**src/rtl/cordic_gain_scale_pipe.sv**
```systemverilog
// Purpose: per-lane CORDIC gain compensation (zero / 1/K / 1/K' / unity) with round-half-up and saturation.
// Latency: 3 cycles input transfer to out_valid, 1 beat/cycle throughput.
// Backpressure: global stall (out_valid & ~out_ready) freezes every stage; in_ready = ~stall.
module cordic_gain_scale_pipe #(
    parameter int          CORDIC_WIDTH = 22,
    parameter int          NUM_CH       = 2,
    parameter int          TAG_WIDTH    = 4,
    parameter logic [16:0] COEF_CIRC    = 17'h04DBA,
    parameter logic [16:0] COEF_HYP     = 17'h09A8F
) (
    input  logic                           clk,
    input  logic                           rst,
    input  logic                           in_valid,
    output logic                           in_ready,
    input  logic [1:0]                     in_mode,
    input  logic [NUM_CH*CORDIC_WIDTH-1:0] in_data,
    input  logic [TAG_WIDTH-1:0]           in_tag,
    output logic                           out_valid,
    input  logic                           out_ready,
    output logic [NUM_CH*CORDIC_WIDTH-1:0] out_data,
    output logic [TAG_WIDTH-1:0]           out_tag,
    output logic                           out_sat
);

    localparam int W  = CORDIC_WIDTH;
    localparam int PW = CORDIC_WIDTH + 18;
    localparam int RW = PW - 15 + 1;

    localparam logic [1:0] MODE_ZERO = 2'b00;
    localparam logic [1:0] MODE_CIRC = 2'b01;
    localparam logic [1:0] MODE_HYP  = 2'b10;
    localparam logic [1:0] MODE_BYP  = 2'b11;

    localparam logic [16:0] COEF_UNITY = 17'h08000;

    logic stall;
    logic adv;

    assign stall    = out_valid & ~out_ready;
    assign adv      = ~stall;
    assign in_ready = adv;

    logic                      s1_valid;
    logic [NUM_CH*W-1:0]       s1_data;
    logic [1:0]                s1_mode;
    logic [TAG_WIDTH-1:0]      s1_tag;

    logic                      s2_valid;
    logic [NUM_CH*PW-1:0]      s2_prod;
    logic [TAG_WIDTH-1:0]      s2_tag;

    logic [16:0]               s1_coef;
    logic [NUM_CH*PW-1:0]      prod_nxt;
    logic [NUM_CH*W-1:0]       res_nxt;
    logic [NUM_CH-1:0]         sat_lane;

    always_comb begin
        s1_coef = '0;
        case (s1_mode)
            MODE_ZERO: s1_coef = '0;
            MODE_CIRC: s1_coef = COEF_CIRC;
            MODE_HYP:  s1_coef = COEF_HYP;
            MODE_BYP:  s1_coef = COEF_UNITY;
            default:   s1_coef = '0;
        endcase
    end

    for (genvar i = 0; i < NUM_CH; i++) begin : g_lane
        logic [W-1:0]  lane;
        logic [PW-1:0] lane_ext;
        logic [PW-1:0] coef_ext;
        logic [PW-1:0] p2;
        logic [RW-1:0] r;
        logic          ovf;
        logic          unused_lo;

        assign lane     = s1_data[i*W +: W];
        assign lane_ext = {{(PW-W){lane[W-1]}}, lane};
        assign coef_ext = {{(PW-17){1'b0}}, s1_coef};
        // Low PW bits of the unsigned product equal the two's complement signed product.
        assign prod_nxt[i*PW +: PW] = lane_ext * coef_ext;

        // (p + 2^14) >>> 15 == floor(p / 2^15) + p[14]
        assign p2        = s2_prod[i*PW +: PW];
        assign r         = {p2[PW-1], p2[PW-1:15]} + {{(RW-1){1'b0}}, p2[14]};
        assign unused_lo = ^p2[13:0];

        assign ovf = ~((&r[RW-1:W-1]) | ~(|r[RW-1:W-1]));
        assign sat_lane[i] = ovf;
        assign res_nxt[i*W +: W] = ovf ? (r[RW-1] ? {1'b1, {(W-1){1'b0}}}
                                                  : {1'b0, {(W-1){1'b1}}})
                                       : r[W-1:0];
    end

    always_ff @(posedge clk) begin
        if (rst) begin
            s1_valid  <= 1'b0;
            s1_data   <= '0;
            s1_mode   <= MODE_ZERO;
            s1_tag    <= '0;
            s2_valid  <= 1'b0;
            s2_prod   <= '0;
            s2_tag    <= '0;
            out_valid <= 1'b0;
            out_data  <= '0;
            out_tag   <= '0;
            out_sat   <= 1'b0;
        end else if (adv) begin
            s1_valid  <= in_valid;
            s1_data   <= in_data;
            s1_mode   <= in_mode;
            s1_tag    <= in_tag;
            s2_valid  <= s1_valid;
            s2_prod   <= prod_nxt;
            s2_tag    <= s1_tag;
            out_valid <= s2_valid;
            out_data  <= res_nxt;
            out_tag   <= s2_tag;
            out_sat   <= s2_valid & (|sat_lane);
        end
    end

endmodule

```
**config.mk**
```make
export PLATFORM = sky130hd
export DESIGN_NAME = cordic_gain_scale_pipe
export DESIGN_NICKNAME = d
export VERILOG_FILES = /design/src/rtl/cordic_gain_scale_pipe.sv
export SDC_FILE = /design/constraint.sdc
export NUM_CORES = 2
export LEC_CHECK = 0
export CAP_MARGIN = 20
export CORE_ASPECT_RATIO = 1.5
export CORE_MARGIN = 4
export CORE_UTILIZATION = 30
export DETAILED_ROUTE_END_ITERATION = 10
export MAX_ROUTING_LAYER = met4
export PLACE_DENSITY = 0.49
export SETUP_SLACK_MARGIN = 0.5
export SLEW_MARGIN = 20
export SYNTH_ARGS = -nofsm -noshare
export SYNTH_HDL_FRONTEND = slang
export SYNTH_SLANG_ARGS = --single-unit
export TNS_END_PERCENT = 5
```
**constraint.sdc**
```tcl
create_clock -name clk -period 7.1 [get_ports clk]
set_input_delay 0.71 -clock clk [delete_from_list [all_inputs] [get_ports clk]]
set_output_delay 0.71 -clock clk [all_outputs]
set_load 0.01 [all_outputs]
```
After elaboration in Yosys (flattened, before gate mapping):

Cells that the tools add are included.

* output and inout port bits: 51
* logic and storage cells: 39
* flip-flop bits (word level): 186
* bits of input ports: 54

* reduce and logical (&&, ||, !) cells: 6
* bitwise gates (word level): 10
* $mul: 2
* add/subtract/negate cells: 2
* mux-type cells: 5
* eq/ne operators: 3

Operators with widths (number)
* 2-to-1 mux 22 bit: 4
* multiplier 22 x 18 -> 40 bit: 2
* one-hot mux 17 bit (4 select lines): 1
* adder 25 x 2 -> 26 bit: 2
* AND reduction 5 bit: 2
* OR reduction 5 bit: 2
* NOT 1 bit: 6
* equality test 2 bit (second input constant): 2
* bitwise AND 1 bit: 2
* equality test 2 x 1 -> 1 bit (second input constant): 1
* logical NOT 2 bit: 1
* bitwise OR 1 bit: 2
* OR reduction 2 bit: 1

Logic depth before layout (Yosys ltp):

* depth in word-level cells: 7
* gate-level depth with buffers: 28
* gate-level depth less buffers: 26

Least setup slack after synthesis:

OpenSTA, ideal clock, no wires.

* kind: flip-flop to flip-flop
* start: register s1_mode[0]
* end: register s2_prod[37]
* data required time: 6.979 ns
* buffers on the path: 2
* arrival time: 6.785 ns
* library setup time: 0.121 ns
* path slack: 0.194 ns
* stages on the path, launching flop included: 28
* clock period less this slack: 6.906 ns
* cell sequence: dfxtp_1 -> inv_1 -> ha_1 -> clkbuf_1 -> clkbuf_1 -> nand2b_1 -> inv_1 -> fa_1 -> inv_1 -> fa_1 -> fa_1 -> fa_1 -> inv_1 -> fa_1 -> inv_1 -> fa_1 -> inv_1 -> ha_1 -> nand3_1 -> nor3b_1 -> o31a_1 -> or2_1 -> a311oi_4 -> a21oi_2 -> a41o_1 -> a21oi_2 -> xor2_1 -> o21ai_1

* cells in the longest elaborated chain, start to end: 3
* elaborated cells between the ends (all ways): 6
* those cells by class: mul (1); eq/ne (3); mux (1); reduce/logical (1)

RTL lines
* start: declaration: line 45 `logic [1:0] s1_mode;`
* start signal: assignment: line 111 `s1_mode <= in_mode;`
* equality test 2 bit (tied with other cells): line 59 `case (s1_mode)`
* one-hot mux 17 bit (4 select lines) *: line 59
* multiplier 22 x 18 -> 40 bit *: line 81 `assign prod_nxt[i*PW +: PW] = lane_ext * coef_ext;`
* end signal: assignment: line 114 `s2_prod <= prod_nxt;`
* end: declaration: line 49 `logic [NUM_CH*PW-1:0] s2_prod;`

Mark *: on every way between the ends. The rest lies on a longest branch, timed or not. The select of a mux whose other input is x is not followed.
A chain may end at the register's enable or synchronous reset.

Worst setup path in the final report:

* start: register s1_mode[0]
* end: register s2_prod[77]

The elaborated chain is that of the path after synthesis.

==> impl_metrics.py <==
metrics = {
    "detailed_routing": {
        "wirelength_um": 79600,
        "drc": 0,
        "num_vias": 19698,
        "drtAntennaViolNets": 0,
        "drt_iter0_drc": 822,
        "post_drt_wl_per_cell_um": 17.9,
        "vias_per_cell": 4.43,
        "first_pass_iters": 5,
    },
    "setup_path": {
        "critPathSlowestCell": "fa_1",
        "path_class": "reg -> reg",
        "cp_top_family": "adder cells",
        "cp_num_buf_inv": 8,
        "reg2reg_depth": 26,
        "r2r-start": "s1_mode[0]",
        "crit_arrival_ps": 6970,
        "startpoint_type": "register",
        "critical_path.most_common_cell": "fa_1",
        "cp_max_fo": 5,
        "slowest_delay_ps": 540,
        "timing.rr.end": "s2_prod[77]",
        "cp-end-kind": "register",
        "cp.required_ps": 7490,
        "rrSetupSlack_ps": 520,
    },
    "yosys": {
        "postSynth.asyncResetShare_pct": 0,
        "yosysTopAreaCell": "fa_1",
        "yosysSeqAreaShare_pct": 11.3,
        "yosysTopAreaCellShare_pct": 40.3,
        "synth_area_leaders": "fa_1 40%, ha_1 13%, inv_1 12%",
        "synth_enable_flop_cells": 0,
        "ys_ff_latch": 158,
        "synthCells": 3078,
        "synth_cell_types": 62,
        "avgSynthCellArea_um2": 9.08,
        "synth_area_um2": 27900,
        "ys_dominant_reg_cell": "dfxtp_1",
        "synth_nets": 3983,
        "yosys_warnings": 0,
    },
    "cts": {
        "cts_root_buf": "clkbuf_16",
        "cts_hold_buf": 0,
        "clkTransAtPathRegs_ps": 70,
        "cts_tree": "done",
        "clk_latency_ps": 510,
        "htree_levels": 4,
        "cts_made_buffers": 17,
        "clock_sinks": 158,
        "clk_path_buf_depth": 2,
    },
    "finish": {
        "fill_cells": 9543,
        "layout_common_cells": "855 x inv_1, 547 x fa_1, 321 x nand2_1",
        "drive_gt1_share_pct": 7.98,
        "seq_area_um2": 3170,
        "multi_input_area_um2": 21800,
        "antennaDiodeCount": 0,
        "syn_to_final_growth_pct": 15.3,
        "mostFrequentLayoutCell": "inv_1",
        "nNetsFinal": 4103,
    },
    "sta": {
        "period_needed_ps": 6580,
        "fin_skew_ps": 18.8,
        "fin_crit_sh_pct": 92.7,
        "final_hold_viol_count": 0,
        "maxSlewHeadroom_pct": 29.3,
        "rsz0062_at_grt": "true",
        "clock.fmax_ghz": 0.152,
        "setup_viol": 0,
        "worst_slew_pin_slew_ps": 1060,
        "final_max_slew_viol_count": 0,
        "tns_ps": 0,
    },
    "die": {
        "dieArea_um2": 98200,
        "start_util_pct": 30.3,
        "die_y_um": 382,
        "core_um2": 92100,
        "die_w_um": 257,
        "io_pins": 105,
        "rows": 136,
    },
    "grt": {
        "grt_first_pass_wirelength_um": 128000,
        "grt.overflow.total": 0,
        "grt_max_degree": 68,
        "grt_pass1_vias": 22448,
        "antenna_found_initial": 0,
        "grt_use_total_pct": 17.5,
    },
    "hold_path": {
        "whs_endpoint": "out_tag[1]",
        "hold_path.class": "reg -> reg",
        "holdPathStages": 2,
        "hp-start": "out_tag[1]",
    },
    "placement": {
        "place_congestion": 0.948,
        "place_hpwl_um": 67500,
        "port_buffers": 104,
    },
    "pwr": {
        "power_mw": 6.32,
        "power_leakage_nw": 16.6,
        "ir_worst_vdd_mv": 0.201,
        "power.density_nw_per_um2": 196,
    },
    "flow_run": {
        "drv_cap": 0,
    },
    "status": {
        "outcome": "finished, final reports clean",
    },
}
-- worst register-to-register path, stage by stage (launching register included) --
cell and delay (ps):
dfxtp_2 330, inv_2 50, ha_4 340, buf_12 140, buf_16 120, nand2b_1 120
inv_1 80, fa_1 530, inv_1 80, fa_1 530, fa_1 520, inv_1 50
fa_1 540, fa_1 520, inv_1 50, fa_1 480, inv_1 50, ha_1 320
o21ai_1 100, a21oi_2 200, nand4_1 270, nand3_4 230, nand2_4 80, o311a_1 330
o21bai_1 170, xnor2_1 140, o21ai_0 90
-- sequential cells by signal (all words and copies together) (netlist names) --
| name | cells |
|---|---|
| s2_prod | 52 |
| out_data | 44 |
| s1_data | 44 |
| out_tag | 4 |
| s1_tag | 4 |
| s2_tag | 4 |
| s1_mode | 2 |
| out_sat | 1 |
| out_valid | 1 |
| s1_valid | 1 |
| s2_valid | 1 |
-- layout make-up --
| cell class | count | share of cell area [%] |
|---|---|---|
| clock buffers | 20 | 1.45 |
| clock inverters | 10 | 0.400 |
| inverters | 865 | 10.1 |
| multi-input cells | 1973 | 67.7 |
| flip-flops and latches | 158 | 9.83 |
| well taps | 1242 | 4.83 |
| repair buffers | 183 | 5.68 |
-- power breakdown --
group / total [mW] / internal [mW] / switching [mW]
Combinational: 3.90 / 1.72 / 2.19
Clock: 1.01 / 0.547 / 0.458
Sequential: 1.42 / 1.15 / 0.269
-- cells in the mapped netlist, drive strengths merged (4+ instances only) --
| library cell | count |
|---|---|
| clkbuf | 67 |
| nand2 | 327 |
| o21ai | 54 |
| nand2b | 35 |
| dfxtp | 158 |
| xor2 | 42 |
| nand3 | 23 |
| buf | 15 |
| and2 | 80 |
| xnor2 | 89 |
| o21a | 19 |
| and3 | 15 |
| nor2 | 96 |
| o21bai | 7 |
| ha | 288 |
| nor3b | 4 |
| a211oi | 38 |
| a21o | 22 |
| a21oi | 153 |
| nor2b | 24 |
| nor3 | 25 |
| fa | 563 |
| or2 | 6 |
| nand4 | 15 |
| a31oi | 9 |
| inv | 865 |
| o211ai | 4 |
-- routing by layer --
layer | share of wire (%) | GRT usage [%]
met5 | 0 | -
met4 | 2.6 | 5.04
met3 | 1.9 | 1.93
met2 | 54 | 31.8
met1 | 42 | 20.4
-- kinds of logic after synthesis --
kind of cell	Yosys count	synth area share, %
AO/OA/AOI/OAI	329	7.19
XOR/XNOR	131	4.11
adder cells (fa/ha/maj)	851	53.2
buffers and inverters	947	12.8
flip-flops	158	11.3
multiplexers	2	0.0717
AND/OR/NAND/NOR	660	11.2
-- per-stage QoR --
| step | cells | instance area, um^2 | worst slack [ps] | utilization, % | hold WS (ps) |
|---|---|---|---|---|---|
| finish | 4451 | 32200 | 519 | 35.0 | 450 |
| global route | 4451 | 32200 | 244 | 35.0 | 472 |
| CTS | 4447 | 32100 | 484 | 34.8 | 454 |
| detailed placement | 4399 | 30800 | 84.4 | 33.4 | 444 |
| global placement | 4399 | 30800 | 164 | 33.4 | 441 |
| floorplan | 3078 | 28000 | 484 | - | 425 |
-- how the worst max path moves through the flow --
| stage | from | end | slack [ps] | depth (start not counted) |
|---|---|---|---|---|
| after floorplan | s1_mode[0] | s2_prod[37] | 480 | 27 |
| after global placement | s1_mode[0] | s2_prod[37] | 160 | 26 |
| after detailed placement | s1_mode[0] | s2_prod[37] | 80 | 26 |
| after CTS | s1_mode[0] | s2_prod[37] | 480 | 27 |
| after global routing | s1_mode[0] | s2_prod[77] | 240 | 27 |
| final | s1_mode[0] | s2_prod[77] | 520 | 26 |
-- what timing repair did --
action,CTS,global route
hold endpoints to repair,0,0
setup endpoints to repair,34,38
pin swaps,47,10
cloned,5,1
buffers inserted,13,3
resized for setup,113,17
No activity file was read; power rests on OpenSTA's default activity.
